### src/rtl/xgmii_tx_framer.sv
// XGMII transmit framer: wraps a 64-bit packet stream with Start/preamble/SFD,
// Terminate, idle fill and the minimum inter-frame gap; underruns emit an error column.
module xgmii_tx_framer #(
  parameter int MIN_IFG = 12
) (
  input  logic        clk_i,
  input  logic        areset_n_i,
  input  logic [63:0] s_tdata_i,
  input  logic [7:0]  s_tkeep_i,
  input  logic        s_tvalid_i,
  input  logic        s_tlast_i,
  output logic        s_tready_o,
  output logic [63:0] xgmii_txd_o,
  output logic [7:0]  xgmii_txc_o,
  output logic        underrun_o
);

  localparam logic [2:0] ST_IDLE     = 3'd0;
  localparam logic [2:0] ST_PREAMBLE = 3'd1;
  localparam logic [2:0] ST_DATA     = 3'd2;
  localparam logic [2:0] ST_TERM     = 3'd3;
  localparam logic [2:0] ST_DROP     = 3'd4;
  localparam logic [2:0] ST_IFG      = 3'd5;

  localparam logic [63:0] COL_IDLE  = 64'h0707070707070707;
  localparam logic [63:0] COL_ERROR = 64'hFEFEFEFEFEFEFEFE;
  localparam logic [63:0] COL_START = 64'hD5555555555555FB;
  localparam logic [63:0] COL_TERM  = 64'h07070707070707FD;

  function automatic logic [3:0] lead_ones(input logic [7:0] keep);
    logic [3:0] n;
    logic       run;
    n   = 4'd0;
    run = 1'b1;
    for (int i = 0; i < 8; i++) begin
      if (run && keep[i]) n = n + 4'd1;
      else run = 1'b0;
    end
    return n;
  endfunction

  // Idle columns needed to cover the remaining gap bytes, never negative.
  function automatic logic [3:0] gap_cols(input int bytes);
    if (bytes <= 0) return 4'd0;
    return 4'((bytes + 7) / 8);
  endfunction

  localparam logic [3:0] GAP_TERM = gap_cols(MIN_IFG - 8);
  localparam logic [3:0] GAP_DROP = gap_cols(MIN_IFG);

  logic [2:0]  state, state_nxt;
  logic [3:0]  gap_cnt, gap_cnt_nxt;
  logic [63:0] txd_nxt;
  logic [7:0]  txc_nxt;
  logic        err_nxt;
  logic        ready_nxt;
  logic [3:0]  m;
  logic [3:0]  gap_last;

  always_comb begin
    state_nxt   = state;
    gap_cnt_nxt = gap_cnt;
    txd_nxt     = COL_IDLE;
    txc_nxt     = 8'hFF;
    err_nxt     = 1'b0;
    m           = lead_ones(s_tkeep_i);
    gap_last    = gap_cols(MIN_IFG - 8 + int'(m));

    case (state)
      ST_IDLE: begin
        if (s_tvalid_i) state_nxt = ST_PREAMBLE;
      end
      ST_PREAMBLE: begin
        txd_nxt   = COL_START;
        txc_nxt   = 8'h01;
        state_nxt = ST_DATA;
      end
      ST_DATA: begin
        if (!s_tvalid_i) begin
          txd_nxt   = COL_ERROR;
          err_nxt   = 1'b1;
          state_nxt = ST_DROP;
        end else if (!s_tlast_i || m == 4'd8) begin
          txd_nxt = s_tdata_i;
          txc_nxt = 8'h00;
          if (s_tlast_i) state_nxt = ST_TERM;
        end else begin
          // Terminate lands in the first lane after the last valid byte.
          for (int i = 0; i < 8; i++) begin
            if (4'(i) < m) begin
              txd_nxt[8*i +: 8] = s_tdata_i[8*i +: 8];
              txc_nxt[i]        = 1'b0;
            end else if (4'(i) == m) begin
              txd_nxt[8*i +: 8] = 8'hFD;
            end else begin
              txd_nxt[8*i +: 8] = 8'h07;
            end
          end
          if (gap_last == 4'd0) begin
            state_nxt = ST_IDLE;
          end else begin
            state_nxt   = ST_IFG;
            gap_cnt_nxt = gap_last;
          end
        end
      end
      ST_TERM: begin
        txd_nxt = COL_TERM;
        if (GAP_TERM == 4'd0) begin
          state_nxt = ST_IDLE;
        end else begin
          state_nxt   = ST_IFG;
          gap_cnt_nxt = GAP_TERM;
        end
      end
      ST_DROP: begin
        if (s_tvalid_i && s_tlast_i) begin
          if (GAP_DROP == 4'd0) begin
            state_nxt = ST_IDLE;
          end else begin
            state_nxt   = ST_IFG;
            gap_cnt_nxt = GAP_DROP;
          end
        end
      end
      ST_IFG: begin
        if (gap_cnt <= 4'd1) state_nxt = ST_IDLE;
        else gap_cnt_nxt = gap_cnt - 4'd1;
      end
      default: begin
        state_nxt = ST_IDLE;
      end
    endcase

    ready_nxt = (state_nxt == ST_DATA) || (state_nxt == ST_DROP);
  end

  // Output register stage: everything the PHY and the source see is flopped here.
  always_ff @(posedge clk_i or negedge areset_n_i) begin
    if (!areset_n_i) begin
      state       <= ST_IDLE;
      gap_cnt     <= 4'd0;
      s_tready_o  <= 1'b0;
      xgmii_txd_o <= COL_IDLE;
      xgmii_txc_o <= 8'hFF;
      underrun_o  <= 1'b0;
    end else begin
      state       <= state_nxt;
      gap_cnt     <= gap_cnt_nxt;
      s_tready_o  <= ready_nxt;
      xgmii_txd_o <= txd_nxt;
      xgmii_txc_o <= txc_nxt;
      underrun_o  <= err_nxt;
    end
  end

endmodule

### config.mk
export PLATFORM = sky130hd
export DESIGN_NAME = xgmii_tx_framer
export DESIGN_NICKNAME = d
export VERILOG_FILES = /design/src/rtl/xgmii_tx_framer.sv
export SDC_FILE = /design/constraint.sdc
export NUM_CORES = 1
export LEC_CHECK = 0
export ABC_AREA = 1
export ABC_CLOCK_PERIOD_IN_PS = 2700
export CAP_MARGIN = 10
export CELL_PAD_IN_SITES_DETAIL_PLACEMENT = 0
export CELL_PAD_IN_SITES_GLOBAL_PLACEMENT = 1
export CORE_AREA = 4 4 100 140
export CTS_BUF_LIST = sky130_fd_sc_hd__clkbuf_4 sky130_fd_sc_hd__clkbuf_8
export DETAILED_ROUTE_END_ITERATION = 7
export DIE_AREA = 0 0 104 144
export PLACE_DENSITY_LB_ADDON = 0.1
export SLEW_MARGIN = 20
export SYNTH_ARGS = -nofsm -noshare
export SYNTH_HDL_FRONTEND = slang
export SYNTH_SLANG_ARGS = --single-unit
### constraint.sdc
create_clock -name clk_i -period 2.7 [get_ports clk_i]
set_clock_uncertainty 0.2 [all_clocks]
set_input_delay 0.54 -clock clk_i [delete_from_list [all_inputs] [get_ports clk_i]]
set_output_delay 0.54 -clock clk_i [all_outputs]
set_load 0.005 [all_outputs]
==> results of run 1 <==
## metal layers
metal	global-route usage	wire [um]	vias to the layer above
met5	0	0	-
met1	0.203	5320	1973
li1	-	-	2062
met3	0.0335	672	22
met2	0.361	7680	130
met4	0.0735	297	0
## where the power goes
part           total, uW  internal, uW  leakage [uW]  switching [uW]
clock network       1040           578      0.000117             459
registers           1810          1660      0.000990             147
logic               2080          1070       0.00225            1020
total               4930          3300       0.00335            1620
## area by class of cell
cell class | count | area (um^2)
clock buffer | 11 | 151
inverter | 70 | 280
tap | 153 | 191
timing repair buffer | 237 | 2270
fill | 1166 | 5520
clock inverter | 5 | 85.1
multi-input combinational | 336 | 2190
sequential | 81 | 2070
## flip-flops by register name, summed over array words and instances (netlist names)
| register | count |
|---|---|
| xgmii_txd_o | 64 |
| xgmii_txc_o | 8 |
| gap_cnt | 4 |
| state | 3 |
| s_tready_o | 1 |
| underrun_o | 1 |
## cells in the final DEF, fill, tap and decap left out, drive strengths merged, types with 9 or more instances in the layout
master         instances
nor2                  54
a21oi                 44
dfrtp                 49
buf                   91
nand2                136
clkdlybuf4s50        144
inv                   72
nand3                 38
o21ai                 32
ha                     9
dfstp                 32
clkbuf                11
## stage by stage
stage          instances   util  TNS [ns]  cell area [um^2]
2_1_floorplan        499      -    -46.00              4200
3_3_place_gp         852  0.496   -116.08              6330
3_5_place_dp         852  0.496   -121.60              6330
4_1_cts              884  0.548    -42.33              6980
5_1_grt              893  0.567    -59.25              7230
6_report             893  0.567    -44.78              7230
## path summary, 6_finish.rpt
kind	endpoint	start	slack (ns)	depth (start not counted)
setup / recovery	xgmii_txd_o[62]	s_tkeep_i[0]	-0.68	25
hold / removal	gap_cnt[1]	gap_cnt[1]	0.33	2
setup reg to reg	xgmii_txd_o[38]	state[1]	0.28	8
hold reg to reg	gap_cnt[1]	gap_cnt[1]	0.33	2
max in group asynchronous	xgmii_txd_o[8]	areset_n_i	1.11	3
min in group asynchronous	xgmii_txd_o[31]	areset_n_i	0.51	2
## worst max-delay path: cells and delay by family
family / cells / cell delay, ns
AO/OA/AOI/OAI: 3 / 0.29
buffers and inverters: 7 / 0.65
adder cells (fa/ha/maj): 2 / 0.54
AND/OR/NAND/NOR: 13 / 1.34
## kinds of logic after synthesis
logic type	Yosys count	synth area share
fa+ha+maj	9	0.0273
buf+inv	82	0.0787
compound gates	81	0.105
flops	81	0.500
simple gates	244	0.284
xor+xnor	2	0.00424
## what timing repair did
action                                  4_1_cts  5_1_grt
resized for setup                           103       47
endpoints found under the hold margin        29        0
endpoints found under the setup margin       80       80
hold buffers                                  1        0
pin swaps                                    42       34
gates cloned                                  0        0
setup buffers                                15        9
==> impl_metrics.toml, run 1 <==
[status]
status = "complete, but fails checks"
violations = "negative setup slack"

[grt]
overflow = 0
grt_pass1_wl_um = 22000
grt_pass1_vias = 4328
grt_usage = 0.187
grt_antenna_before_repair = 0
grt_max_degree = 44

[detailed_routing]
vias = 4187
drtPass1Iterations = 4
ant_nets = 0
vias_per_cell = 4.69
routed_wl_um = 14000
wl_per_cell_um = 15.6
drc = 0
dr.first_iter.drc_count = 98

[sta]
fin_ws_ns = -0.678
max_freq_mhz = 296
rsz0062_at_grt = "true"
hold_ws_ns = 0.331
slew_headroom = 0.329
post-route-period-util = 1.25
final-hold-violation-count = 0
setup_violations = 80
layout_min_cycle_time_ns = 3.38
worst_pin_slew_ns = 1.00
drv_slew = 0

[yosys]
synth_most_common_cell = "nand2_1"
synth_seq_cells = 81
synth.area.top_cells = "dfrtp_1 30%, dfstp_2 20%, nand2_1 11%, inv_1 5.8%, a21oi_1 5.1%"
ys_top_cells_by_count = "118 x nand2_1, 64 x inv_1, 49 x dfrtp_1"
syn_area_mm2 = 0.00413
synth_flop_cell = "dfrtp_1"
syn_inst = 499
yosysTopAreaCell = "dfrtp_1"
ys_seq_area_frac = 0.500
yosysWarningCount = 0
syn-mean-instance-area_um2 = 8.28
syn_nets = 584
async_flop_share = 1.00
synth_top_area_share = 0.297
synth_cell_types = 35
synth_edf_count = 0

[job]
cap_violations = 0

[worst_setup_path]
cpMostUsedCell = "nor2_4"
cpPeakStageDelay_ns = 0.29
endpoint_kind = "register"
crit_path_top_delay_cell = "or2_2"
start_kind = "input pin"
worstPathMaxFanout = 4
critPathKind = "in -> reg"
cp.arrival_ns = 3.37
worstPathRequired_ns = 2.69

[place]
hpwl_um = 10600
gp_congestion = 0.816
pre_cts_ws_ns = -1.68
port_buffers = 149

[final_layout]
fin_nets = 820
diodes = 0
drive_gt1_frac = 0.369
area_growth_pct = 75.1

[power_and_ir_drop]
power_uw = 4930
power.density_mw_per_mm2 = 681
power_leakage_uw = 0.00335
peakVddDrop_uv = 321

[floorplan]
start_util = 0.324
pin_count = 150
dieWidth_um = 104
coreArea_mm2 = 0.0128
die_y_um = 144
die_area_mm2 = 0.0150
row_count = 49

[clocking]
cts_buffers = 9
clockRootBuffer = "clkbuf_8"
cts_sinks = 81
clkTransAtPathRegs_ns = 0.09
cts_tree = "done"
cts_max_path_buffers = 2
clk_latency_ns = 0.36
htreeDepth = 3

[worst_hold_path]
hold_path_class = "reg -> reg"
Power figures use the tool's default switching activity.
==> inputs of run 2 (changes only) <==
CORE_AREA = 2 2 98 138   (was 4 4 100 140)
DIE_AREA = 0 0 100 140   (was 0 0 104 144)
==> run 2 against run 1 <==
Compared with the run above:
- the run still ends with negative setup slack left
- core utilization fell by 1.8 points
- critical path depth rose by 5
- register-to-register slack improved by 0.26 ns
- count of clock-buffer cells in the layout rose by 2
- sequential cell count did not move
- first-iteration DRC count rose by 18%
- critical path type unchanged
- largest cell class unchanged
==> impl_metrics.toml, run 2 (same netlist as run 1, synthesis figures left out) <==
[status]
status = "complete, but fails checks"
violations = "negative setup slack"

[floorplan]
dieWidth_um = 100
coreArea_mm2 = 0.0128
pin_count = 150
start_util = 0.324
row_count = 49
die_area_mm2 = 0.0140
die_y_um = 140

[sta]
slew_headroom = 0.663
post-route-period-util = 1.26
setup_tns_ns = -45.92
max_freq_mhz = 294
hold_ws_ns = 0.341
drv_slew = 0
setup_violations = 80
fin_ws_ns = -0.702
worst_pin_slew_ns = 0.505
rsz0062_at_grt = "true"
final-hold-violation-count = 0
layout_min_cycle_time_ns = 3.40

[place]
hpwl_um = 10200
gp_congestion = 0.807
port_buffers = 149

[final_layout]
fillCellCount = 1183
multi_input_area_mm2 = 0.00211
regMostFlops = "xgmii_txd_o"
fin_nets = 814
final_common_cell = "clkdlybuf4s50_1"
mostFrequentLayoutCells = "144 x clkdlybuf4s50_1, 97 x nand2_1, 67 x buf_4"
top_regs = "xgmii_txd_o x64, xgmii_txc_o x8, gap_cnt x4"
area_growth_pct = 69.6
diodes = 0
drive_gt1_frac = 0.341
ff_latch_area_mm2 = 0.00207
largest_reg_flops = 64

[grt]
grt_antenna_before_repair = 0
grt_pass1_wl_um = 20800
grt_usage = 0.191
overflow = 0
grt_max_degree = 44
grt_pass1_vias = 4181

[worst_setup_path]
cpPeakStageDelay_ns = 0.28
worstPathRequired_ns = 2.75
start_kind = "input pin"
crit_path_top_delay_cell = "ha_1"
cpMostUsedCell = "nand2_2"
critPathKind = "in -> reg"
cp.arrival_ns = 3.45
worstPathMaxFanout = 5
endpoint_kind = "register"

[detailed_routing]
vias_per_cell = 4.68
vias = 4147
routed_wl_um = 13400
wl_per_cell_um = 15.1
drtPass1Iterations = 4
dr.first_iter.drc_count = 116
drc = 0
ant_nets = 0

[clocking]
cts_tree = "done"
clk_latency_ns = 0.35
clockRootBuffer = "clkbuf_8"
htreeDepth = 3
cts_max_path_buffers = 2
cts_buffers = 9
clkTransAtPathRegs_ns = 0.08
cts_sinks = 81

[worst_hold_path]
hold_path_class = "reg -> reg"

[power_and_ir_drop]
power.density_mw_per_mm2 = 667
peakVddDrop_uv = 260
power_switching_uw = 1570
p_seq_frac = 0.386
switching_share = 0.337
power_leakage_uw = 0.00328
p_int_uw = 3100
comb_power_share = 0.442
power_uw = 4670
clkPwrFrac = 0.172

[job]
cap_violations = 0
## run 2: power by group through the flow
| stage | clock (uW) | combinational, uW | sequential (uW) |
|---|---|---|---|
| floorplan | 0 | 775 | 1840 |
| global placement | 0 | 1910 | 1820 |
| detailed placement | 0 | 1940 | 1820 |
| CTS | 822 | 2010 | 1810 |
| global route | 878 | 2270 | 1840 |
| finish | 806 | 2060 | 1800 |
## run 2: worst max-delay path, delay by kind of cell
kind / cells / cell delay [ns]
compound gates: 2 / 0.26
fa+ha+maj: 4 / 1.04
buf+inv: 7 / 0.35
simple gates: 17 / 1.26
## run 2: cell type report
class	instances	area share
multi-input combinational	336	0.301
clock inverter	3	0.00286
clock buffer	13	0.0220
tap	153	0.0273
timing repair buffer	231	0.311
sequential	81	0.295
inverter	70	0.0407
## run 2: path summary, 6_finish.rpt
kind                               from               to  slack, ns  cells past startpoint
hold reg to reg              gap_cnt[1]       gap_cnt[1]       0.34                      2
max in group asynchronous    areset_n_i   xgmii_txd_o[8]       1.12                      3
min in group asynchronous    areset_n_i  xgmii_txd_o[29]       0.49                      2
hold / removal               gap_cnt[1]       gap_cnt[1]       0.34                      2
setup / recovery           s_tkeep_i[2]       gap_cnt[1]      -0.70                     30
setup reg to reg               state[1]       gap_cnt[1]       0.54                     13
## run 2: metal layers
| layer | wire length, um | global-route usage | vias to the layer above | share of wire |
|---|---|---|---|---|
| met5 | 0 | 0 | - | 0 |
| met3 | 595 | 0.0309 | 19 | 0.044 |
| met2 | 7350 | 0.362 | 120 | 0.55 |
| li1 | - | - | 2040 | - |
| met1 | 5200 | 0.214 | 1968 | 0.39 |
| met4 | 252 | 0.0620 | 0 | 0.019 |
## run 2: through the flow
step	util	setup slack, ns	cells	area [um^2]
6_report	0.549	-0.702	887	7010
5_1_grt	0.549	-0.904	887	7010
4_1_cts	0.527	-0.682	877	6720
3_5_place_dp	0.494	-1.72	851	6300
3_3_place_gp	0.494	-1.61	851	6300
2_1_floorplan	-	-0.834	499	4200
## run 2: repair_timing
item	in CTS	in global routing
buffers inserted	9	10
endpoints found under the hold margin	26	0
pin swaps	26	38
cloned	0	0
endpoints found under the setup margin	80	80
resized for setup	66	59
hold buffers	1	0
